## src/rtl/sw_pkg.sv

```systemverilog
// Shared definitions for the Smith-Waterman PE: score limits and traceback encoding.
package sw_pkg;

    // Most negative representable score; used as the "minus infinity" sentinel.
    function automatic int neg_inf(input int unsigned w);
        return -(2 ** (w - 1));
    endfunction

    function automatic int pos_max(input int unsigned w);
        return (2 ** (w - 1)) - 1;
    endfunction

    localparam logic [1:0] TB_STOP = 2'b00;
    localparam logic [1:0] TB_DIAG = 2'b01;
    localparam logic [1:0] TB_UP   = 2'b10;
    localparam logic [1:0] TB_LEFT = 2'b11;

endpackage

```

## src/rtl/sw_sat_addsub.sv

```systemverilog
// Saturating signed add/subtract; result clamps to [-2^(W-1), 2^(W-1)-1].
module sw_sat_addsub #(
    parameter int unsigned W = 12
) (
    input  logic signed [W-1:0] a,
    input  logic signed [W-1:0] b,
    input  logic                sub_en,
    output logic signed [W-1:0] y
);

    logic signed [W:0] a_x;
    logic signed [W:0] b_x;
    logic signed [W:0] r_x;

    assign a_x = {a[W-1], a};
    assign b_x = {b[W-1], b};

    always_comb begin
        r_x = sub_en ? (a_x - b_x) : (a_x + b_x);
        // One guard bit is enough: overflow shows up as disagreeing top bits.
        if (r_x[W] != r_x[W-1]) begin
            y = r_x[W] ? {1'b1, {(W-1){1'b0}}} : {1'b0, {(W-1){1'b1}}};
        end else begin
            y = r_x[W-1:0];
        end
    end

endmodule

```

## src/rtl/sw_pe_affine.sv

```systemverilog
// Affine-gap Smith-Waterman processing element with valid/stall, query load and best tracking.
// Optional traceback output enabled by defining SW_PE_TRACEBACK_EN.
module sw_pe_affine
    import sw_pkg::*;
#(
    parameter int unsigned SCORE_W = 12,
    parameter int unsigned SYM_W   = 2,
    parameter int unsigned POS_W   = 16
) (
    input  logic                      clk,
    input  logic                      rst,
    input  logic                      load_en,
    input  logic [SYM_W-1:0]          load_sym,
    input  logic                      in_valid,
    input  logic                      in_first,
    input  logic [SYM_W-1:0]          t_in,
    input  logic signed [SCORE_W-1:0] h_in,
    input  logic signed [SCORE_W-1:0] f_in,
    input  logic signed [SCORE_W-1:0] match,
    input  logic signed [SCORE_W-1:0] mismatch,
    input  logic signed [SCORE_W-1:0] gap_open,
    input  logic signed [SCORE_W-1:0] gap_ext,
    output logic                      out_valid,
    output logic                      out_first,
    output logic [SYM_W-1:0]          t_out,
    output logic signed [SCORE_W-1:0] h_out,
    output logic signed [SCORE_W-1:0] f_out,
    output logic signed [SCORE_W-1:0] best_score,
    output logic [POS_W-1:0]          best_pos
`ifdef SW_PE_TRACEBACK_EN
    ,
    output logic [1:0]                tb_dir
`endif
);

    localparam logic signed [SCORE_W-1:0] NEG_INF = SCORE_W'(neg_inf(SCORE_W));

    function automatic logic signed [SCORE_W-1:0] smax(
        input logic signed [SCORE_W-1:0] a,
        input logic signed [SCORE_W-1:0] b
    );
        return (a > b) ? a : b;
    endfunction

    logic [SYM_W-1:0]          q_sym_q;
    logic signed [SCORE_W-1:0] h_diag_q, e_prev_q;
    logic [POS_W-1:0]          pos_q, pos_d;
    logic signed [SCORE_W-1:0] best_score_q, best_score_d;
    logic [POS_W-1:0]          best_pos_q, best_pos_d;
    logic                      out_valid_q, out_first_q;
    logic [SYM_W-1:0]          t_out_q;
    logic signed [SCORE_W-1:0] h_out_q, f_out_q;

    logic signed [SCORE_W-1:0] hd, hp, ep, sub;
    logic signed [SCORE_W-1:0] d_val, e_ext, e_open, f_ext, f_open;
    logic signed [SCORE_W-1:0] e_val, f_val, h_val;

    // h_out_q is this PE's H from the last accepted beat, so it doubles as h_prev.
    assign hd  = in_first ? '0 : h_diag_q;
    assign hp  = in_first ? '0 : h_out_q;
    assign ep  = in_first ? NEG_INF : e_prev_q;
    assign sub = (t_in == q_sym_q) ? match : mismatch;

    sw_sat_addsub #(.W(SCORE_W)) u_d      (.a(hd),   .b(sub),      .sub_en(1'b0), .y(d_val));
    sw_sat_addsub #(.W(SCORE_W)) u_e_ext  (.a(ep),   .b(gap_ext),  .sub_en(1'b1), .y(e_ext));
    sw_sat_addsub #(.W(SCORE_W)) u_e_open (.a(hp),   .b(gap_open), .sub_en(1'b1), .y(e_open));
    sw_sat_addsub #(.W(SCORE_W)) u_f_ext  (.a(f_in), .b(gap_ext),  .sub_en(1'b1), .y(f_ext));
    sw_sat_addsub #(.W(SCORE_W)) u_f_open (.a(h_in), .b(gap_open), .sub_en(1'b1), .y(f_open));

    always_comb begin
        e_val = smax(e_ext, e_open);
        f_val = smax(f_ext, f_open);
        h_val = smax(smax('0, d_val), smax(e_val, f_val));

        if (in_first) begin
            pos_d = '0;
        end else if (pos_q == '1) begin
            pos_d = pos_q;
        end else begin
            pos_d = pos_q + 1'b1;
        end

        best_score_d = best_score_q;
        best_pos_d   = best_pos_q;
        if (in_first || (h_val > best_score_q)) begin
            best_score_d = h_val;
            best_pos_d   = pos_d;
        end
    end

    always_ff @(posedge clk or negedge rst) begin
        if (!rst) begin
            q_sym_q      <= '0;
            h_diag_q     <= '0;
            e_prev_q     <= NEG_INF;
            pos_q        <= '0;
            best_score_q <= '0;
            best_pos_q   <= '0;
            out_valid_q  <= 1'b0;
            out_first_q  <= 1'b0;
            t_out_q      <= '0;
            h_out_q      <= '0;
            f_out_q      <= '0;
        end else begin
            out_valid_q <= in_valid;
            out_first_q <= in_valid & in_first;
            if (load_en) begin
                q_sym_q <= load_sym;
            end
            if (in_valid) begin
                h_diag_q     <= h_in;
                e_prev_q     <= e_val;
                pos_q        <= pos_d;
                best_score_q <= best_score_d;
                best_pos_q   <= best_pos_d;
                t_out_q      <= t_in;
                h_out_q      <= h_val;
                f_out_q      <= f_val;
            end
        end
    end

    assign out_valid  = out_valid_q;
    assign out_first  = out_first_q;
    assign t_out      = t_out_q;
    assign h_out      = h_out_q;
    assign f_out      = f_out_q;
    assign best_score = best_score_q;
    assign best_pos   = best_pos_q;

`ifdef SW_PE_TRACEBACK_EN
    logic [1:0] tb_dir_q, tb_dir_d;

    // Priority diag > up > left; stop only when no source is positive.
    always_comb begin
        if ((d_val > 0) && (d_val >= e_val) && (d_val >= f_val)) begin
            tb_dir_d = TB_DIAG;
        end else if ((e_val > 0) && (e_val >= f_val)) begin
            tb_dir_d = TB_UP;
        end else if (f_val > 0) begin
            tb_dir_d = TB_LEFT;
        end else begin
            tb_dir_d = TB_STOP;
        end
    end

    always_ff @(posedge clk or negedge rst) begin
        if (!rst) begin
            tb_dir_q <= TB_STOP;
        end else if (in_valid) begin
            tb_dir_q <= tb_dir_d;
        end
    end

    assign tb_dir = tb_dir_q;
`endif

endmodule

```

## config.mk

```make
export PLATFORM = sky130hd
export DESIGN_NAME = sw_pe_affine
export DESIGN_NICKNAME = d
export VERILOG_FILES = /design/src/rtl/sw_pkg.sv /design/src/rtl/sw_sat_addsub.sv /design/src/rtl/sw_pe_affine.sv
export SDC_FILE = /design/constraint.sdc
export NUM_CORES = 1
export LEC_CHECK = 0
export ABC_AREA = 0
export BUFFER_PORTS_ARGS = -buffer_cell sky130_fd_sc_hd__buf_2
export CAP_MARGIN = 20
export CORE_AREA = 2 2 188 116
export CTS_CLUSTER_DIAMETER = 50
export DETAILED_ROUTE_END_ITERATION = 7
export DIE_AREA = 0 0 190 118
export GPL_TIMING_DRIVEN = 0
export PLACE_DENSITY_LB_ADDON = 0.12
export SLEW_MARGIN = 20
export SYNTH_ARGS = -nofsm -noshare
export SYNTH_HDL_FRONTEND = slang
export SYNTH_SLANG_ARGS = --single-unit
```

## constraint.sdc

```tcl
create_clock -name clk -period 14.7 [get_ports clk]
set_input_delay 0.735 -clock clk [delete_from_list [all_inputs] [get_ports clk]]
set_output_delay 0.735 -clock clk [all_outputs]
set_load 0.1 [all_outputs]
```

Word-level counts from Yosys, hierarchy flattened
Index checks and enable logic that the tools add are counted.

word-level totals
  bits in registers = 98
  bits of input ports = 81

cells by class
  equality and inequality tests = 7
  add/subtract/negate cells = 6
  reductions and logical operators = 2
  multiplexer cells = 21
  order comparisons = 6
  bitwise operators = 1

operators by type and width
  cell                   number
  $mux 12                19
  $gt 12x12->1           5
  $sub 12x12->13         4
  $mux 16                2
  $add 16x1->16 const B  1
  $eq 16x16->1 const B   1
  $add 12x12->13         1
  $gt 1x12->1 const A    1
  $ne 1x1->1             5
  $eq 2x2->1             1
  $reduce_and 2->1       1
  $and 1x1->1            1
  $logic_or 1x1->1       1

Depth between registers and ports, before layout
  depth after elaboration = 13
  gate-level depth with buffers = 57

Hierarchy
From an unflattened synthesis, not the netlist that was laid out.

unflattened totals
  cell total of the unflattened synthesis = 1,393
  area total of the unflattened synthesis = 11,762.5 µm²

by module, submodules not included
  module                     area each (µm²)  sequential area each (µm²)  times used  cells an instance
  sw_pe_affine               6,927.9          2,453.6                     1           752
  sw_sat_addsub at u_d ...   975.9            0.0                         4           129
  sw_sat_addsub at u_f_open  930.9            0.0                         1           125

Least setup slack after synthesis
Ideal clock, no wire load.

  path type = input to register
  start = input in_first
  end = register best_score_q[0], in the netlist best_score[0]
  setup time = 0.126 ns
  cell stages on the path = 51
  buffers on the path = 7
  arrival = 11.121 ns
  path slack = 3.453 ns
  cell sequence = clkbuf_1 nor2b_1 ha_1 o21ai_0 a21oi_1 o2111a_1 o31a_1 o21ai_0 nand2b_1 xor2_1 ha_1 clkbuf_1 and3_1 o2111ai_1 a21oi_1 nor2_1 buf_2 a21boi_0 [... 15 more ...] buf_1 mux2i_1 ha_1 a21o_1 a21o_1 a221oi_1 o32ai_1 clkbuf_1 and2_1 a221o_1 ha_1 a21o_1 a211oi_1 o21ai_0 o211a_1 o31ai_1 clkbuf_1 mux2_2

on the way
  word-level cells in the longest chain between the ends = 13
  elaborated cells on any way between the ends = 26
  those cells by class = add/sub: 3; order compare: 5; eq/ne: 3; mux: 13; reduce/logical: 2

RTL lines
  item                                   RTL line                                  RTL
  from (decl)                            sw_pe_affine.sv:15                        input logic in_first,
  $mux 12 (on tied branches)             sw_pe_affine.sv:61, sw_pe_affine.sv:60
  $sub 12x12->13                         sw_sat_addsub.sv:19                       r_x = sub_en ? (a_x - b_x) : (a_x + b_x);
  $mux 12 or $ne 1x1->1 (tied branches)  sw_sat_addsub.sv:22, sw_sat_addsub.sv:21
  $mux 12                                sw_sat_addsub.sv:21                       if (r_x[W] != r_x[W-1]) begin
  $gt 12x12->1                           sw_pe_affine.sv:42                        return (a > b) ? a : b;
  $mux 12 (*)                            sw_pe_affine.sv:42
  via e_val[3]                           sw_pe_affine.sv:56                        logic signed [SCORE_W-1:0] e_val, f_val, h_val;
  $gt 12x12->1                           sw_pe_affine.sv:42
  $mux 12 (*)                            sw_pe_affine.sv:42
  $gt 12x12->1                           sw_pe_affine.sv:42
  $mux 12 (*)                            sw_pe_affine.sv:42
  via h_val[6]                           sw_pe_affine.sv:56
  $gt 12x12->1 (*)                       sw_pe_affine.sv:85                        if (in_first || (h_val > best_score_q)) begin
  $logic_or 1x1->1 (*)                   sw_pe_affine.sv:85
  $reduce_and 2->1 (no line) (*)         -
  to (signal assigned)                   sw_pe_affine.sv:114                       best_score_q <= best_score_d;
  to (decl)                              sw_pe_affine.sv:48                        logic signed [SCORE_W-1:0] best_score_q, best_score_d;

The timed path passes the listed nets; every way through them passes the cells marked *.
A chain may end at the register's enable or synchronous reset.

Worst setup path in the final report
  start = input in_first
  end = register best_score_q[8], in the netlist best_score[8]

The elaborated chain is that of the path after synthesis.

==> results.cfg <==
[run_status]
run_status = complete, no violations

[cells_and_area]
layout-area-overhead-vs-synth_pct = 13.3
post-route-cell-area_mm2 = 0.0116
nets = 1536
post_route_cells_drive_above_1_share_pct = 19.3
antennaDiodeCount = 0
finalNonFillerCells = 1603

[clocking]
ctsRootBufferMaster = sky130_fd_sc_hd__clkbuf_16
post_cts_buffers = 0
cts_hold_buffers = 0
cts.reportedPaths.clkPinSlew_ns = 0.07
cells_resized_by_post_cts_repair = 0
max-clock-path-buffers = 2
cts_made_buffers = 9
clk-insertion-delay-late_ns = 0.37
clock-sinks = 98
tritoncts = built
h-tree-depth = 3

[yosys]
syn_inst = 1171
synth_seq_cells = 98
synth-warning-count = 0
synth_edf_count = 0
synth-seq-area-share_pct = 24.1
synth_top_cell_by_area = sky130_fd_sc_hd__dfrtp_1
postSynthNetCount = 1388
post_synth_num_cell_types = 78
synth_area_leaders = sky130_fd_sc_hd__dfrtp_1, sky130_fd_sc_hd__ha_1, sky130_fd_sc_hd__mux2_2
ys.flop_type = sky130_fd_sc_hd__dfrtp_1
async_reset_ff_share_pct = 100
area_of_the_mapped_netlist_mm2 = 0.0102
synth_area_per_cell_um2 = 8.71
yosys.area.top_type_share_pct = 23.8

[min_path]
hold_class = in2async

[critical_path]
critPathMaxFanout = 10
critical_path.reg2reg.startpoint = e_prev_q[2]
timing.critical_path.slowest_cell_delay_ns = 0.53
data_required_time_of_the_critical_path_ns = 14.95
reg2regPathDepth = 50
critPathArrivalTime_ns = 13.84
timing.setup.critical_path_class = in2reg
critical_path_start_type = input pin
ff2ff_setup_slack_ns = 1.67
timing.critical_path.slowest_stage_cell = sky130_fd_sc_hd__clkbuf_1
element_type_at_the_critical_path_end = flip-flop
reg2reg_to = best_score[8]

[sta]
post-route-min-period_ns = 13.59
fin_hold_ws_ns = 0.264
slew_headroom_pct = 34.5
clock.fmax_mhz = 73.6
fin_worst_skew_ns = 0.0119
hold_viol_final = 0
rsz0062_at_grt = no
worstMarginPinSlew_ns = 0.979
totalNegativeSetupSlack_ns = 0
final-setup-viol-count = 0
timing_max_transition_violations_final = 0
min_period_over_period_pct = 92.5

[routing]
via_per_inst = 5.84
wl_per_cell_um = 20.2
firstDrtPassIters = 7
route.detailed.drc = 0
ant_nets = 0
wirelength_mm = 32.3
first_iter_violations = 911
vias_post_dr = 9365

[global_route]
grt_pass1_vias = 8571
grt_antenna_before_repair = 2
global_route.usage.total_pct = 29.1
grt_overflow_total = 0
grt_first_pass_wirelength_mm = 49.6
grt_start_max_net_pins = 61

[die]
die_height_um = 118
floorplan.initialDensity_pct = 49.3
boundaryPins = 137
core.rowCount = 41
floorplan.die_area_mm2 = 0.0224
die_width_um = 190
coreArea_mm2 = 0.0207

[placed_design]
numPlacedInstances = 1587
place_area_mm2 = 0.0113
gp_congestion = 0.962
detailed_place_hpwl_mm = 26.7
count_of_buffers_inserted_at_the_top_level_ports = 136

[flow_run]
cap_viol_max_count = 0
final cells by class:
type	instances	area [um^2]
inverters	84	315
clock buffers	11	233
fillers	1931	9110
clock inverters	5	63.8
repair buffers	137	714
multi-input cells	944	7250
well taps	279	349
flip-flops and latches	98	2450
plain buffers	45	183
logic make-up after synthesis:
| logic type | share of synthesized area, % |
|---|---|
| AO/OA/AOI/OAI | 24.0 |
| XOR/XNOR | 3.69 |
| adder cells (fa/ha/maj) | 17.1 |
| buffers and inverters | 4.88 |
| flip-flops | 24.1 |
| multiplexers | 10.4 |
| other | 0.0368 |
| AND/OR/NAND/NOR | 15.9 |
worst max-delay path by stage:
stage / from / endpoint / cells after the start
after floorplan: in_first / best_score[0] / 51
after global placement: in_first / best_pos[12] / 52
after detailed placement: in_first / best_score[8] / 52
after CTS: in_first / best_score[8] / 52
after global routing: in_first / best_score[7] / 54
final: in_first / best_score[8] / 52
cell usage in the layout, fill, tap and decap left out, types with 46 or more instances in the layout:
cell,synthesis,final
sky130_fd_sc_hd__o21ai_0,55,55
sky130_fd_sc_hd__a21oi_1,66,66
sky130_fd_sc_hd__dfrtp_1,97,97
sky130_fd_sc_hd__ha_1,131,131
sky130_fd_sc_hd__nand2_1,63,63
sky130_fd_sc_hd__nor2b_1,46,46
sky130_fd_sc_hd__mux2_2,70,70
sky130_fd_sc_hd__inv_1,84,84
sky130_fd_sc_hd__nor2_1,91,91
sky130_fd_sc_hd__buf_2,5,140
state kept, by name (all words and copies together) (netlist names):
name        cells
best_pos       16
pos_q          16
best_score     12
e_prev_q       12
f_out          12
h_diag_q       12
h_out          12
q_sym_q         2
t_out           2
out_first       1
out_valid       1
routing by layer:
layer  routed length [um]  share of wire [%]  vias up  GRT usage (%)
met1                17300                 53     4374           49.0
met4                  213               0.66        0           4.46
li1                     -                  -     4584              -
met3                 3490                 11       17           7.93
met5                    0                  0        -              0
met2                11400                 35      390           35.5
synth_stat cells (5+ instances only):
cell                        instances
sky130_fd_sc_hd__a211oi_1           8
sky130_fd_sc_hd__a21boi_0           7
sky130_fd_sc_hd__a21o_1            23
sky130_fd_sc_hd__a21oi_1           66
sky130_fd_sc_hd__a221o_1            7
sky130_fd_sc_hd__a31oi_1            6
sky130_fd_sc_hd__and2_1            19
sky130_fd_sc_hd__and3_1            11
sky130_fd_sc_hd__buf_2              5
sky130_fd_sc_hd__clkbuf_1          38
sky130_fd_sc_hd__dfrtp_1           97
sky130_fd_sc_hd__fa_1               5
sky130_fd_sc_hd__ha_1             131
sky130_fd_sc_hd__inv_1             84
sky130_fd_sc_hd__mux2_2            70
sky130_fd_sc_hd__mux2i_1           27
sky130_fd_sc_hd__nand2_1           63
sky130_fd_sc_hd__nand2b_1          19
sky130_fd_sc_hd__nand3_1           25
sky130_fd_sc_hd__nand4_1            9
sky130_fd_sc_hd__nor2_1            91
sky130_fd_sc_hd__nor2b_1           46
sky130_fd_sc_hd__nor3_1            18
sky130_fd_sc_hd__nor3b_1            5
sky130_fd_sc_hd__nor4_1             5
sky130_fd_sc_hd__o211ai_1          19
sky130_fd_sc_hd__o21a_1            29
sky130_fd_sc_hd__o21ai_0           55
sky130_fd_sc_hd__o21ai_1            6
sky130_fd_sc_hd__o22ai_1           10
sky130_fd_sc_hd__o2bb2ai_1          9
sky130_fd_sc_hd__o31a_1            10
sky130_fd_sc_hd__o31ai_1           23
sky130_fd_sc_hd__or2_2              7
sky130_fd_sc_hd__xnor2_1           29
sky130_fd_sc_hd__xor2_1            14
metrics by stage:
step / util [%] / setup WS [ns]
floorplan: - / 3.45
global placement: 54.3 / 1.09
detailed placement: 54.5 / 0.969
CTS: 55.9 / 1.32
global route: 55.9 / 0.319
finish: 55.9 / 1.11
worst max-delay path: cells and delay by family:
family	cells	cell delay (ns)
AOI/OAI and AO/OA	26	6.02
buffers and inverters	9	2.73
adders and majority gates	6	1.91
and+or+nand+nor	8	1.60
muxes	2	0.67
xor gates and xnor gates	1	0.16
Power is not shown: default switching activity piles up to over one toggle a cycle in this logic, so the estimate is an artifact.
